===== src/rtl/usr_pkg.sv =====
// Shared definitions for the universal shift register: mode encodings and
// the counter width helper. Used by the RTL and the testbench.
package usr_pkg;

  localparam logic [1:0] USR_HOLD = 2'b00;
  localparam logic [1:0] USR_SHR  = 2'b01;
  localparam logic [1:0] USR_SHL  = 2'b10;
  localparam logic [1:0] USR_LOAD = 2'b11;

  // Bits needed to hold a shift count from 0 to n inclusive.
  function automatic int unsigned usr_cnt_w(input int unsigned n);
    return $clog2(n + 1);
  endfunction

endpackage


===== src/rtl/usr_frame_cnt.sv =====
// Saturating shift counter with a one-cycle frame_done pulse when the count
// first reaches N.
module usr_frame_cnt
  import usr_pkg::*;
#(
  parameter int unsigned N = 6
) (
  input  logic                      clk,
  input  logic                      rst_n,
  input  logic                      shift_en,
  input  logic                      load,
  output logic [usr_cnt_w(N)-1:0]   cnt,
  output logic                      frame_done
);

  localparam int unsigned CW = usr_cnt_w(N);
  localparam logic [CW-1:0] CNT_MAX  = CW'(N);
  localparam logic [CW-1:0] CNT_LAST = CW'(N - 1);

  logic [CW-1:0] cnt_q, cnt_d;
  logic          frame_done_q, frame_done_d;

  // Next count and pulse; load wins, saturated shifts do not re-pulse.
  always_comb begin
    cnt_d        = cnt_q;
    frame_done_d = 1'b0;
    if (load) begin
      cnt_d = '0;
    end else if (shift_en) begin
      if (cnt_q != CNT_MAX) begin
        cnt_d = cnt_q + CW'(1);
      end
      frame_done_d = (cnt_q == CNT_LAST);
    end
  end

  // Count and pulse registers.
  always_ff @(posedge clk or negedge rst_n) begin
    if (!rst_n) begin
      cnt_q        <= '0;
      frame_done_q <= 1'b0;
    end else begin
      cnt_q        <= cnt_d;
      frame_done_q <= frame_done_d;
    end
  end

  assign cnt        = cnt_q;
  assign frame_done = frame_done_q;

endmodule


===== src/rtl/univ_shift_reg.sv =====
// Universal shift register: hold, shift right, shift left, parallel load,
// with a frame counter. Optional rotate mode is enabled by defining
// USR_ROTATE_EN; otherwise the rot port is present but ignored.
module univ_shift_reg
  import usr_pkg::*;
#(
  parameter int unsigned N = 6
) (
  input  logic                      clk,
  input  logic                      rst_n,
  input  logic [1:0]                mode,
  input  logic                      si_r,
  input  logic                      si_l,
  input  logic                      rot,
  input  logic [N-1:0]              pin,
  output logic [N-1:0]              so,
  output logic                      sout,
  output logic [usr_cnt_w(N)-1:0]   cnt,
  output logic                      frame_done
);

  logic [N-1:0] so_q, so_d;
  logic         shift_en;
  logic         load;
  logic         in_r;
  logic         in_l;

`ifdef USR_ROTATE_EN
  // Rotation feeds the exiting bit back in place of the serial input.
  assign in_r = rot ? so_q[0]   : si_r;
  assign in_l = rot ? so_q[N-1] : si_l;
`else
  logic rot_unused;
  assign rot_unused = rot;
  assign in_r = si_r;
  assign in_l = si_l;
`endif

  // Decode mode into next register value and counter controls.
  always_comb begin
    so_d     = so_q;
    shift_en = 1'b0;
    load     = 1'b0;
    case (mode)
      USR_SHR: begin
        so_d     = {in_r, so_q[N-1:1]};
        shift_en = 1'b1;
      end
      USR_SHL: begin
        so_d     = {so_q[N-2:0], in_l};
        shift_en = 1'b1;
      end
      USR_LOAD: begin
        so_d = pin;
        load = 1'b1;
      end
      default: begin
        so_d = so_q;
      end
    endcase
  end

  // Data register.
  always_ff @(posedge clk or negedge rst_n) begin
    if (!rst_n) begin
      so_q <= '0;
    end else begin
      so_q <= so_d;
    end
  end

  usr_frame_cnt #(
    .N (N)
  ) u_frame_cnt (
    .clk        (clk),
    .rst_n      (rst_n),
    .shift_en   (shift_en),
    .load       (load),
    .cnt        (cnt),
    .frame_done (frame_done)
  );

  assign so   = so_q;
  assign sout = (mode == USR_SHR) ? so_q[0] : so_q[N-1];

endmodule


===== config.mk =====
export PLATFORM = sky130hd
export DESIGN_NAME = univ_shift_reg
export DESIGN_NICKNAME = d
export VERILOG_FILES = /design/src/rtl/usr_pkg.sv /design/src/rtl/usr_frame_cnt.sv /design/src/rtl/univ_shift_reg.sv
export SDC_FILE = /design/constraint.sdc
export NUM_CORES = 1
export LEC_CHECK = 0
export ABC_AREA = 1
export CAP_MARGIN = 20
export CORE_AREA = 3 3 40 42
export CTS_BUF_LIST = sky130_fd_sc_hd__clkbuf_8
export DETAILED_ROUTE_END_ITERATION = 8
export DIE_AREA = 0 0 43 45
export DONT_BUFFER_PORTS = 1
export PLACE_DENSITY = 0.72
export SYNTH_ARGS = -nofsm -noshare
export SYNTH_HDL_FRONTEND = slang
export SYNTH_SLANG_ARGS = --single-unit

===== constraint.sdc =====
create_clock -name clk -period 2.1 [get_ports clk]
set_clock_uncertainty 0.05 [all_clocks]
set_input_delay 0.21 -clock clk [delete_from_list [all_inputs] [get_ports clk]]
set_output_delay 0.21 -clock clk [all_outputs]
set_load 0.03 [all_outputs]

==> impl_metrics.csv <==
group,metric,value,unit
outcome,status,"complete, no violations",
routing,final_antenna_net_count,0,
grt,antenna_found_initial,0,
worst_setup_path,crit_path_top_delay_cell,"dfrtp_1",
timing,max_freq,621,MHz
worst_setup_path,worst_setup_path_start_kind,"flop",
worst_setup_path,max_stage_delay,0.53,ns
yosys,synth_area_per_cell,7.22,um2
yosys,syn_nets,118,
routing,drt-initial-drc-count,8,
worst_setup_path,reg2regPathDepth,4,
worst_setup_path,crit_family,"flip-flops",
timing,hold_ws,0.144,ns
yosys,synth_seq_cells,10,
worst_setup_path,cp_max_fo,3,
clock_tree,clock_latency,0.23,ns
hold_path,hold_depth,4,
grt,grt_use_total,16.8,%
pwr,power.static_leakage,0.420,nW
yosys,synthesis.area,693,um2
timing,hold_viol,0,
worst_setup_path,critical_path_required,1.84,ns
clock_tree,clock-root-buffer,"clkbuf_8",
timing,report.final.slew_viol_count,0,
grt,grt_max_degree,13,
worst_setup_path,crit_type,"reg -> out",
layout,area_delta_synth_final,8.66,%
yosys,netlist_instances,96,
hold_path,hold_start,"si_r",
grt,grt_pass1_vias,524,
floorplan,die_area,1940,um2
pwr,p_per_area,991,nW/um2
clock_tree,htreeDepth,1,
timing,setup_viol,0,
grt,grt_pass1_wl,2.32,mm
clock_tree,clock_sinks,10,
yosys,ys_types,14,
worst_setup_path,arrival,1.35,ns
clock_tree,cts_resized,0,
hold_path,hold_end,"so[5]$_DFFE_PN0P_",
routing,routed_wl,1.36,mm
layout,nets,122,
layout,drive_above_1_share,6.12,%
grt,grt-ovfl-total,0,
place,place.gp.congestion,0.750,
layout,n_antenna_cell,0,
timing,postLayoutSetupSlackWorst,0.490,ns
worst_setup_path,cp-end-kind,"primary output",
place,dp.final_hpwl,1.05,mm
timing,worst_pin_slew,0.586,ns
layout,fin_area,753,um2
layout,nFillCells,122,
floorplan,die_y,45,um
timing,rsz0062_at_grt,"false",
timing,min_period_over_period,76.7,%
routing,drt_pass1_iterations,4,
place,placed_area,702,um2
clock_tree,cts_buffers,3,
worst_setup_path,cp_num_buf_inv,1,
timing,tns,0,ns
worst_setup_path,r2r_end,"u_frame_cnt.cnt[1]$_DFFE_PN0P_",
pwr,ir_worst_vdd,426,uV
clock_tree,post-cts-setup-buffer-count,0,
floorplan,num_io_pins,24,
yosys,ys_warn_count,0,
routing,vias,573,
place,dp_slack,0.653,ns
routing,drc,0,
worst_setup_path,rrSetupSlack,0.65,ns
routing,via_per_inst,5.07,
floorplan,start_util,53.9,%
place,numPortBuffers,0,
clock_tree,cts_tree,"yes",
floorplan,core-area,1280,um2
clock_tree,clock_path_buffers,2,
routing,drt-wirelength-per-cell,12.1,um
yosys,seq_area_frac_synth,36.1,%
timing,fin_crit,1.61,ns
floorplan,rows,13,
clock_tree,holdBufCountCts,1,
worst_setup_path,regToRegStartpoint,"u_frame_cnt.cnt[0]$_DFFE_PN0P_",
job,cap_violations,0,
floorplan,fp.dieW,43,um
hold_path,holdCritPathClass,"in -> reg",
timing,maxSlewHeadroom,60.7,%
worst_setup_path,crit_chain,"inv_1 > o21ai_1",
clock_tree,cts.clk_slew.worst_paths,0.05,ns
-- flip-flops by register name, summed over array words and instances, names as in the netlist --
name and count:
u_frame_cnt.frame_done 1, u_frame_cnt.cnt 3, so 6
-- worst register-to-register path: stages, from the launching register on --
cell	delay, ns
dfrtp_1	0.58
inv_1	0.11
ha_1	0.29
or2_0	0.21
o21ai_1	0.13
-- routing by layer --
layer	GRT usage (%)	up-vias	wire length, um
met3	7.57	2	89
li1	-	297	-
met1	18.6	257	566
met2	27.2	17	698
met4	9.04	0	8
met5	0	-	0
-- cell families (layout without fill, tap and decap cells) --
group,count (synthesis),after routing,share of synthesized area (%)
compound gates,10,10,7.58
fa+ha+maj,9,9,16.2
buf+inv,17,19,9.93
flops,10,10,36.1
simple gates,50,50,30.1
-- through the flow --
step           std cells  power [W]  util, %
2_1_floorplan         96   0.000512        -
3_3_place_gp         109   0.000544     54.6
3_5_place_dp         109   0.000552     54.6
4_1_cts              113   0.000756     58.6
5_1_grt              113   0.000815     58.6
6_report             113   0.000746     58.6
-- worst max path at each step --
stage	from	end	slack (ns)	cells after the start
detailed placement	u_frame_cnt.cnt[0]$_DFFE_PN0P_	u_frame_cnt.cnt[1]$_DFFE_PN0P_	0.65	4
floorplan	u_frame_cnt.cnt[0]$_DFFE_PN0P_	u_frame_cnt.cnt[1]$_DFFE_PN0P_	0.73	4
global placement	u_frame_cnt.cnt[0]$_DFFE_PN0P_	u_frame_cnt.cnt[1]$_DFFE_PN0P_	0.68	4
finish	so[5]$_DFFE_PN0P_	sout	0.49	2
global route	so[5]$_DFFE_PN0P_	sout	0.43	2
CTS	so[5]$_DFFE_PN0P_	sout	0.47	2
-- cell type report --
| cell class | count | area [um2] | share of cell area, % |
|---|---|---|---|
| timing repair buffer | 1 | 10.0 | 1.33 |
| inverter | 15 | 58.8 | 7.81 |
| multi-input combinational | 69 | 374 | 49.7 |
| clock buffer | 3 | 41.3 | 5.48 |
| sequential | 10 | 250 | 33.2 |
| tap | 15 | 18.8 | 2.49 |
-- where the power goes --
group | internal [W] | total (W) | switching (W)
Sequential | 0.000237 | 0.000387 | 0.000150
Clock | 0.000125 | 0.000198 | 0.0000726
Combinational | 0.0000683 | 0.000161 | 0.0000928
Total | 0.000431 | 0.000746 | 0.000316
-- synthesized netlist by cell type --
master    n  area share, %
inv_2     1           0.54
nand2_1  38             21
a21oi_1   6            4.3
a21o_1    1            1.1
inv_1    13            7.0
nand3_1   9            6.5
dfrtp_1  10             36
buf_2     2            1.4
o21ai_1   3            2.2
nor2_4    1            1.6
inv_4     1           0.90
ha_1      9             16
nor2_1    1           0.54
or2_0     1           0.90
-- cell usage in the layout, fill, tap and decap left out --
master,count
nor2_1,1
nand3_1,9
inv_2,1
or2_0,1
inv_1,13
nand2_1,38
a21oi_1,6
dlygate4sd3_1,1
dfrtp_1,10
clkbuf_8,3
a21o_1,1
nor2_4,1
o21ai_1,3
inv_4,1
ha_1,9
No activity file was read; power rests on OpenSTA's default activity.
